===== src/rtl/serial_adder_pkg.sv =====
// Shared definitions for the bit-serial adder: FSM state encoding and the
// legal operand-width range.
package serial_adder_pkg;

    typedef enum logic [1:0] {
        IDLE = 2'd0,
        RUN  = 2'd1,
        DONE = 2'd2
    } state_t;

    localparam int MIN_WIDTH = 1;
    localparam int MAX_WIDTH = 64;

endpackage


===== src/rtl/full_adder.sv =====
// One-bit combinational full-adder slice used as the serial datapath.
module full_adder (
    input  logic a,
    input  logic b,
    input  logic cin,
    output logic sum,
    output logic cout
);

    assign sum  = a ^ b ^ cin;
    assign cout = (a & b) | (a & cin) | (b & cin);

endmodule


===== src/rtl/serial_adder.sv =====
// Bit-serial adder: captures two WIDTH-bit operands and a carry-in on an
// accepted start, resolves one bit per clock LSB-first through a single
// full-adder slice and carry flip-flop, then presents a registered sum and
// carry-out alongside a one-cycle done pulse.
// Optional build macro SERIAL_ADDER_SUB_EN adds a 'sub' input that turns the
// operation into a - b (cout=1 meaning no borrow).
module serial_adder
    import serial_adder_pkg::*;
#(
    parameter int WIDTH = 8
) (
    input  logic             clk,
    input  logic             rst,
    input  logic             start,
    input  logic [WIDTH-1:0] a,
    input  logic [WIDTH-1:0] b,
    input  logic             cin,
`ifdef SERIAL_ADDER_SUB_EN
    input  logic             sub,
`endif
    output logic             busy,
    output logic             done,
    output logic [WIDTH-1:0] sum,
    output logic             cout
);

    localparam int              CNT_W = (WIDTH > 1) ? $clog2(WIDTH) : 1;
    localparam logic [CNT_W-1:0] LAST  = CNT_W'(WIDTH - 1);

    generate
        if (WIDTH < MIN_WIDTH || WIDTH > MAX_WIDTH) begin : g_bad_width
            $error("serial_adder: WIDTH out of range 1..64");
        end
    endgenerate

    state_t           state;
    logic [WIDTH-1:0] a_sr;
    logic [WIDTH-1:0] b_sr;
    logic [WIDTH-1:0] res_sr;
    logic [WIDTH-1:0] res_next;
    logic [WIDTH-1:0] b_load;
    logic             carry;
    logic             carry_load;
    logic [CNT_W-1:0] cnt;
    logic             fa_s;
    logic             fa_c;

    full_adder u_fa (
        .a    (a_sr[0]),
        .b    (b_sr[0]),
        .cin  (carry),
        .sum  (fa_s),
        .cout (fa_c)
    );

    // Operand conditioning at capture: subtraction is a + ~b + 1.
    always_comb begin
        b_load     = b;
        carry_load = cin;
`ifdef SERIAL_ADDER_SUB_EN
        if (sub) begin
            b_load     = ~b;
            carry_load = 1'b1;
        end
`endif
    end

    // Result register after this cycle's bit enters at the MSB; on the last
    // RUN cycle this is the completed LSB-first assembled sum.
    always_comb res_next = (res_sr >> 1) | (WIDTH'(fa_s) << (WIDTH - 1));

    // Control FSM with datapath shift registers and registered outputs.
    always_ff @(posedge clk) begin
        if (rst) begin
            state  <= IDLE;
            busy   <= 1'b0;
            done   <= 1'b0;
            sum    <= '0;
            cout   <= 1'b0;
            a_sr   <= '0;
            b_sr   <= '0;
            res_sr <= '0;
            carry  <= 1'b0;
            cnt    <= '0;
        end else begin
            case (state)
                IDLE: begin
                    if (start) begin
                        a_sr   <= a;
                        b_sr   <= b_load;
                        carry  <= carry_load;
                        cnt    <= '0;
                        res_sr <= '0;
                        state  <= RUN;
                        busy   <= 1'b1;
                    end
                end
                RUN: begin
                    res_sr <= res_next;
                    a_sr   <= a_sr >> 1;
                    b_sr   <= b_sr >> 1;
                    carry  <= fa_c;
                    cnt    <= cnt + 1'b1;
                    if (cnt == LAST) begin
                        sum   <= res_next;
                        cout  <= fa_c;
                        state <= DONE;
                        busy  <= 1'b0;
                        done  <= 1'b1;
                    end
                end
                DONE: begin
                    done  <= 1'b0;
                    state <= IDLE;
                end
                default: begin
                    state <= IDLE;
                    busy  <= 1'b0;
                    done  <= 1'b0;
                end
            endcase
        end
    end

endmodule


===== config.mk =====
export PLATFORM = sky130hd
export DESIGN_NAME = serial_adder
export DESIGN_NICKNAME = d
export VERILOG_FILES = /design/src/rtl/serial_adder_pkg.sv /design/src/rtl/full_adder.sv /design/src/rtl/serial_adder.sv
export SDC_FILE = /design/constraint.sdc
export NUM_CORES = 1
export LEC_CHECK = 0
export CORE_ASPECT_RATIO = 1.75
export CORE_UTILIZATION = 54
export CTS_BUF_LIST = sky130_fd_sc_hd__clkbuf_4 sky130_fd_sc_hd__clkbuf_8
export CTS_CLUSTER_SIZE = 10
export DETAILED_ROUTE_END_ITERATION = 10
export GPL_TIMING_DRIVEN = 0
export PLACE_DENSITY = 0.8
export SLEW_MARGIN = 5
export SYNTH_ARGS = -nofsm -noshare
export SYNTH_HDL_FRONTEND = slang
export SYNTH_SLANG_ARGS = --single-unit

===== constraint.sdc =====
create_clock -name clk -period 1.51 [get_ports clk]
set_input_delay 0.453 -clock clk [delete_from_list [all_inputs] [get_ports clk]]
set_output_delay 0.453 -clock clk [all_outputs]
set_load 0.05 [all_outputs]

==> load_flow_metrics.sql, run 1 <==
INSERT INTO impl_metrics (metric_group, metric, value, unit) VALUES
('placement', 'post_dp_cell_area', '2130', 'um2'),
('die', 'coreArea', '3140', 'um2'),
('setup_path', 'timing.critical_path.max_delay_family', 'buffers and inverters', ''),
('yosys', 'synth_area_per_cell', '10.0', 'um2'),
('route', 'route.detailed.wl_per_inst', '14.3', 'um'),
('yosys', 'synth.ff_latch_count', '40', ''),
('cts', 'cts_num_sinks', '40', ''),
('setup_path', 'timing.critical_path.cells', 'clkdlybuf4s18_2', ''),
('cts', 'cts.reportedPaths.clkPinSlew', '0.07', 'ns'),
('setup_path', 'timing.critical_path.slowest_cell_delay', '0.37', 'ns'),
('sta', 'fin_crit_sh', '97.4', '%'),
('route', 'routed_wl', '3680', 'um'),
('setup_path', 'reg2reg_from', 'cnt[0]$_SDFFE_PP0P_', ''),
('sta', 'final-setup-viol-count', '0', ''),
('worst_hold_path', 'worst_hold_class', 'flop to flop', ''),
('final_layout', 'final_cell_mix', 'dfxtp_1, nor2_1, clkdlybuf4s50_1', ''),
('sta', 'final.setup.worst_slack', '0.0391', 'ns'),
('setup_path', 'timing.setup.critical_path_class', 'flop to primary output', ''),
('global_route', 'grt_first_pass_wirelength', '6090', 'um'),
('final_layout', 'stdcell_count', '258', ''),
('yosys', 'synthesis.area', '1770', 'um2'),
('power', 'comb_power_share', '13.7', '%'),
('cts', 'clock_tree.htree_level_count', '2', ''),
('cts', 'root_buffer', 'clkbuf_8', ''),
('setup_path', 'worst-r2r-cell-count', '6', ''),
('final_layout', 'share_of_final_layout_standard_cells_stronger_than_drive_strength_1', '27.4', '%'),
('die', 'die_h', '77.8', 'um'),
('final_layout', 'fillers', '239', ''),
('power', 'net_switching_component_of_the_power', '0.553', 'mW'),
('die', 'io_count', '31', ''),
('setup_path', 'critical_path_arrival', '1.02', 'ns'),
('die', 'die_width', '45.3', 'um'),
('power', 'flop_pwr_share', '49.0', '%'),
('setup_path', 'timing.critical_path.to_type', 'primary output', ''),
('placement', 'routabilityCongestion', '0.803', ''),
('power', 'intPower', '1.77', 'mW'),
('final_layout', 'area_growth_syn_to_layout', '27.4', '%'),
('power', 'power', '2.32', 'mW'),
('final_layout', 'antenna-diode-count', '0', ''),
('power', 'switching_share', '23.8', '%'),
('setup_path', 'reg2reg_slack', '0.17', 'ns'),
('yosys', 'ys_warn_count', '0', ''),
('cts', 'clock_latency_on_the_worst_skew_pair', '0.29', 'ns'),
('sta', 'setup_repair_after_global_routing_missed_its_margin', 'no', ''),
('global_route', 'grt_usage', '23.6', '%'),
('outcome', 'status', 'finished, final reports clean', ''),
('setup_path', 'required', '1.06', 'ns'),
('final_layout', 'final_net_count', '237', ''),
('setup_path', 'nature_of_the_critical_path_startpoint', 'flop', ''),
('sta', 'slew_headroom', '65.8', '%'),
('yosys', 'mappedNetlistNets', '200', ''),
('route', 'num_vias', '1417', ''),
('route', 'drt_first_iter_violations', '23', ''),
('global_route', 'number_of_global_route_vias_before_repair', '1463', ''),
('setup_path', 'critPathBufInv', '1', ''),
('global_route', 'grt_antenna_before_repair', '0', ''),
('sta', 'final-hold-violation-count', '0', ''),
('final_layout', 'post-route-cell-area', '2260', 'um2'),
('setup_path', 'critPathSlowestCell', 'clkdlybuf4s18_2', ''),
('route', 'firstDrtPassIters', '4', ''),
('die', 'initial_core_util', '56.4', '%'),
('yosys', 'ys_seq_area_share', '45.2', '%'),
('final_layout', 'layout_commonest_cell', 'dfxtp_1', ''),
('flow_run', 'max_capacitance_violation_count', '0', ''),
('placement', 'port-buffer-count', '30', ''),
('sta', 'pin_slew_with_the_least_headroom_to_its_limit', '0.513', 'ns'),
('sta', 'maxClockFrequency', '0.680', 'GHz'),
('die', 'floorplan.rows', '27', ''),
('global_route', 'grt_start_max_net_pins', '13', ''),
('sta', 'final-max-slew-violation-count', '0', ''),
('route', 'route.detailed.drc', '0', '');
==> cells in the mapped netlist (all sizes together) <==
cell | n | share of area, %
a2111oi | 4 | 4.1
a211oi | 11 | 7.8
a21oi | 13 | 3.7
a22oi | 9 | 3.8
and2b | 1 | 0.42
buf | 10 | 4.9
clkbuf | 4 | 0.85
dfxtp | 40 | 45
fa | 1 | 1.1
ha | 2 | 1.4
inv | 5 | 1.1
mux2i | 13 | 7.3
nand2 | 10 | 2.1
nand2b | 2 | 0.71
nand3 | 9 | 2.5
nand3b | 3 | 1.3
nor2 | 32 | 8.1
nor2b | 2 | 0.85
nor3 | 1 | 0.28
o21ai | 2 | 0.56
o21ba | 1 | 0.92
o21bai | 2 | 1.1
==> timing repair <==
action / in CTS / in global routing
endpoints found under the setup margin: 34 / 12
pin swaps: 0 / 1
resized for setup: 35 / 5
setup buffers: 0 / 1
==> sequential cells by signal, indices dropped and copies added, names as in the netlist <==
name and flops:
a_sr 8, b_sr 8, sum 8, res_sr 7, cnt 3, state 2, busy 1, carry 1
cout 1, done 1
==> worst reg2reg max path, cell delays in order, from the launching register on <==
cell      delay [ns]
dfxtp_1         0.33
ha_1            0.20
ha_1            0.20
nand3b_1        0.10
buf_4           0.19
nand2_1         0.09
a21oi_1         0.16
==> routing by layer <==
layer  track usage (%)  vias to the layer above  routed length, um
met2              42.2                       35               2080
met3              5.35                       11                129
met1              23.2                      683               1360
met4              13.0                        0                105
li1                  -                      688                  -
met5                 0                        -                  0
==> worst min-delay path by stage <==
| stage | slack, ns | depth (start not counted) | startpoint | end |
|---|---|---|---|---|
| after floorplan | 0.44 | 2 | res_sr[1]$_SDFFE_PP0P_ | sum[0]$_SDFFE_PP0P_ |
| after global routing | 0.49 | 2 | sum[0]$_SDFFE_PP0P_ | sum[0]$_SDFFE_PP0P_ |
| final | 0.46 | 2 | sum[4]$_SDFFE_PP0P_ | sum[4]$_SDFFE_PP0P_ |
| after CTS | 0.47 | 2 | sum[4]$_SDFFE_PP0P_ | sum[4]$_SDFFE_PP0P_ |
| after global placement | 0.45 | 2 | sum[3]$_SDFFE_PP0P_ | sum[3]$_SDFFE_PP0P_ |
| after detailed placement | 0.45 | 2 | sum[5]$_SDFFE_PP0P_ | sum[5]$_SDFFE_PP0P_ |
==> final cells by class <==
cell class | instances | area [um2] | area share (%)
multi-input cells | 118 | 851 | 37.7
plain buffers | 13 | 103 | 4.55
inverters | 5 | 18.8 | 0.831
repair buffers | 31 | 319 | 14.1
well taps | 43 | 53.8 | 2.38
clock buffers | 6 | 76.3 | 3.38
flip-flops and latches | 40 | 801 | 35.5
clock inverters | 2 | 35.0 | 1.55
==> power by group through the flow <==
stage	Clock [mW]	Combinational (mW)	Sequential, mW
after global routing	0.921	0.346	1.14
after CTS	0.887	0.320	1.14
final	0.865	0.319	1.14
after floorplan	0	0.213	1.16
after global placement	0	0.308	1.16
after detailed placement	0	0.319	1.16
==> cell families (layout without fill, tap and decap cells) <==
logic type / count (synthesis) / after routing / share of synthesized area (%)
AOI/OAI and AO/OA: 42 / 42 / 21.9
adders and majority gates: 3 / 3 / 2.54
buffers and inverters: 19 / 57 / 6.78
muxes: 13 / 13 / 7.34
and+or+nand+nor: 60 / 60 / 16.2
DFF: 40 / 40 / 45.2
==> through the flow <==
step,hold WS (ns),TNS [ns]
3_5_place_dp,0.453,-11.60
2_1_floorplan,0.443,0
4_1_cts,0.467,0
6_report,0.458,0
5_1_grt,0.488,0
3_3_place_gp,0.445,-10.35
Power figures use the tool's default switching activity.
==> run 2, diff against run 1 <==
- CTS_BUF_LIST: sky130_fd_sc_hd__clkbuf_4 sky130_fd_sc_hd__clkbuf_8 -> sky130_fd_sc_hd__clkbuf_8
==> run 2 against run 1 <==
Net effect: count of clock-buffer cells in the layout shrank 1; highest routed layer unchanged; global-route usage did not move; sequential share of layout area rose by 0.059 points; largest power group unchanged.
==> load_flow_metrics.sql, run 2 (synthesized netlist as in run 1, its figures left out) <==
INSERT INTO impl_metrics (metric_group, metric, value, unit) VALUES
('outcome', 'status', 'finished, final reports clean', ''),
('global_route', 'grt_first_pass_wirelength', '6090', 'um'),
('final_layout', 'share_of_final_layout_standard_cells_stronger_than_drive_strength_1', '27.0', '%'),
('cts', 'clock_latency_on_the_worst_skew_pair', '0.29', 'ns'),
('cts', 'clock_tree.htree_level_count', '2', ''),
('die', 'full_die_area', '3520', 'um2'),
('global_route', 'grt_antenna_before_repair', '0', ''),
('cts', 'cts_num_sinks', '40', ''),
('cts', 'clk_path_buf_depth', '2', ''),
('setup_path', 'critical_path_arrival', '1.02', 'ns'),
('setup_path', 'timing.critical_path.slowest_cell_delay', '0.37', 'ns'),
('final_layout', 'final_net_count', '237', ''),
('setup_path', 'critPathSlowestCell', 'clkdlybuf4s18_2', ''),
('power', 'vdd_drop_max', '0.00105', 'V'),
('power', 'power.density', '1020', 'nW/um2'),
('setup_path', 'timing.critical_path.cells', 'clkdlybuf4s18_2', ''),
('sta', 'period_minus_slack', '1.47', 'ns'),
('setup_path', 'worst_r2r_endpoint', 'sum[6]$_SDFFE_PP0P_', ''),
('final_layout', 'fillers', '239', ''),
('flow_run', 'max_capacitance_violation_count', '0', ''),
('setup_path', 'nature_of_the_critical_path_startpoint', 'flop', ''),
('global_route', 'grt_usage', '23.6', '%'),
('route', 'final_antenna_net_count', '0', ''),
('sta', 'fin_crit_sh', '97.4', '%'),
('sta', 'final-setup-viol-count', '0', ''),
('cts', 'cts-buffers-inserted', '5', ''),
('die', 'coreArea', '3140', 'um2'),
('global_route', 'number_of_global_route_vias_before_repair', '1463', ''),
('setup_path', 'timing.setup.critical_path_class', 'flop to primary output', ''),
('setup_path', 'reg2reg_slack', '0.17', 'ns'),
('placement', 'dp_hpwl', '2750', 'um'),
('cts', 'root_buffer', 'clkbuf_8', ''),
('power', 'leakagePower', '0.852', 'nW'),
('setup_path', 'critPathMaxFanout', '3', ''),
('route', 'num_vias', '1419', ''),
('setup_path', 'required', '1.06', 'ns'),
('sta', 'maxClockFrequency', '0.680', 'GHz'),
('die', 'floorplan.rows', '27', ''),
('sta', 'setup_repair_after_global_routing_missed_its_margin', 'no', ''),
('final_layout', 'post-route-cell-area', '2250', 'um2'),
('placement', 'routabilityCongestion', '0.803', ''),
('route', 'route.detailed.drc', '0', ''),
('final_layout', 'area_growth_syn_to_layout', '27.2', '%'),
('cts', 'holdBufCountCts', '0', ''),
('placement', 'post_dp_cell_area', '2130', 'um2'),
('global_route', 'grt_start_max_net_pins', '13', ''),
('die', 'io_count', '31', ''),
('final_layout', 'antenna-diode-count', '0', ''),
('die', 'die_width', '45.3', 'um'),
('sta', 'worst_clock_skew', '0.00866', 'ns'),
('sta', 'slew_headroom', '65.8', '%'),
('route', 'firstDrtPassIters', '4', ''),
('setup_path', 'timing.critical_path.to_type', 'primary output', ''),
('final_layout', 'layout_commonest_cell', 'dfxtp_1', ''),
('route', 'drt_first_iter_violations', '18', ''),
('setup_path', 'timing.critical_path.max_delay_family', 'buffers and inverters', ''),
('sta', 'pin_slew_with_the_least_headroom_to_its_limit', '0.513', 'ns'),
('final_layout', 'largestRegisters', 'a_sr (8), b_sr (8), sum (8)', ''),
('setup_path', 'worst-r2r-cell-count', '6', ''),
('sta', 'final.setup.tns', '0', 'ns'),
('setup_path', 'reg2reg_from', 'cnt[0]$_SDFFE_PP0P_', ''),
('sta', 'final-hold-violation-count', '0', ''),
('die', 'initial_core_util', '56.4', '%'),
('cts', 'cts.reportedPaths.clkPinSlew', '0.07', 'ns'),
('setup_path', 'critical_path.endpoint', 'busy', ''),
('sta', 'final-max-slew-violation-count', '0', ''),
('setup_path', 'critPathLaunch', 'busy$_SDFFE_PP0P_', ''),
('route', 'post_dr_vias_cell', '5.50', ''),
('final_layout', 'final_cell_mix', 'dfxtp_1, nor2_1, clkdlybuf4s50_1', ''),
('worst_hold_path', 'worst_hold_class', 'flop to flop', ''),
('cts', 'cts_tree', 'built', ''),
('setup_path', 'critPathBufInv', '1', ''),
('die', 'die_h', '77.8', 'um'),
('setup_path', 'logic_depth_of_the_worst_setup_path_including_buffers', '1', ''),
('route', 'routed_wl', '3680', 'um'),
('placement', 'port-buffer-count', '30', ''),
('route', 'route.detailed.wl_per_inst', '14.3', 'um'),
('global_route', 'global_route.overflow_total', '0', '');
-- run 2: what timing repair did --
item	in CTS	in global routing
setup endpoints to repair	34	12
pin swaps	0	1
resized for setup	35	5
buffers inserted	0	1
-- run 2: final cells by class --
class,instances,area [um2],share of cell area [%]
inverter,5,18.8,0.833
timing repair buffer,31,319,14.2
sequential,40,801,35.5
buffer,13,103,4.55
clock buffer,5,68.8,3.05
multi-input combinational,118,851,37.8
clock inverter,3,38.8,1.72
tap,43,53.8,2.39
-- run 2: worst min-delay path by stage --
| stage | to | cells after the start | slack [ns] | from |
|---|---|---|---|---|
| after detailed placement | sum[5]$_SDFFE_PP0P_ | 2 | 0.45 | sum[5]$_SDFFE_PP0P_ |
| final | sum[4]$_SDFFE_PP0P_ | 2 | 0.46 | sum[4]$_SDFFE_PP0P_ |
| after floorplan | sum[0]$_SDFFE_PP0P_ | 2 | 0.44 | res_sr[1]$_SDFFE_PP0P_ |
| after CTS | sum[4]$_SDFFE_PP0P_ | 2 | 0.47 | sum[4]$_SDFFE_PP0P_ |
| after global placement | sum[3]$_SDFFE_PP0P_ | 2 | 0.45 | sum[3]$_SDFFE_PP0P_ |
| after global routing | sum[0]$_SDFFE_PP0P_ | 2 | 0.49 | sum[0]$_SDFFE_PP0P_ |
-- run 2: tightest hold or removal path: stages, from the launching register on --
cell and delay (ns):
dfxtp_1 0.31, nand2_1 0.05, a21oi_1 0.05
-- run 2: layer usage --
metal / GRT usage (%) / wire length (um) / vias up
met5: 0 / 0 / -
met4: 13.0 / 105 / 0
met3: 5.35 / 140 / 11
met2: 42.2 / 2080 / 38
met1: 23.2 / 1360 / 682
li1: - / - / 688
-- run 2: power breakdown --
part	total [mW]	switching (mW)	internal (mW)	leakage, nW
combinational	0.319	0.162	0.157	0.465
sequential	1.14	0.0346	1.10	0.327
clock	0.841	0.358	0.484	0.0593
total	2.30	0.555	1.74	0.852
-- run 2: through the flow --
| step | total power, mW | instances | utilization [%] | worst slack [ns] | hold WS (ns) |
|---|---|---|---|---|---|
| 2_1_floorplan | 1.38 | 177 | - | 0.183 | 0.443 |
| 3_3_place_gp | 1.47 | 250 | 67.7 | -0.353 | 0.445 |
| 3_5_place_dp | 1.48 | 250 | 67.7 | -0.423 | 0.453 |
| 4_1_cts | 2.32 | 257 | 71.4 | 0.0217 | 0.467 |
| 5_1_grt | 2.39 | 258 | 71.7 | 0.000346 | 0.488 |
| 6_report | 2.30 | 258 | 71.7 | 0.0390 | 0.458 |
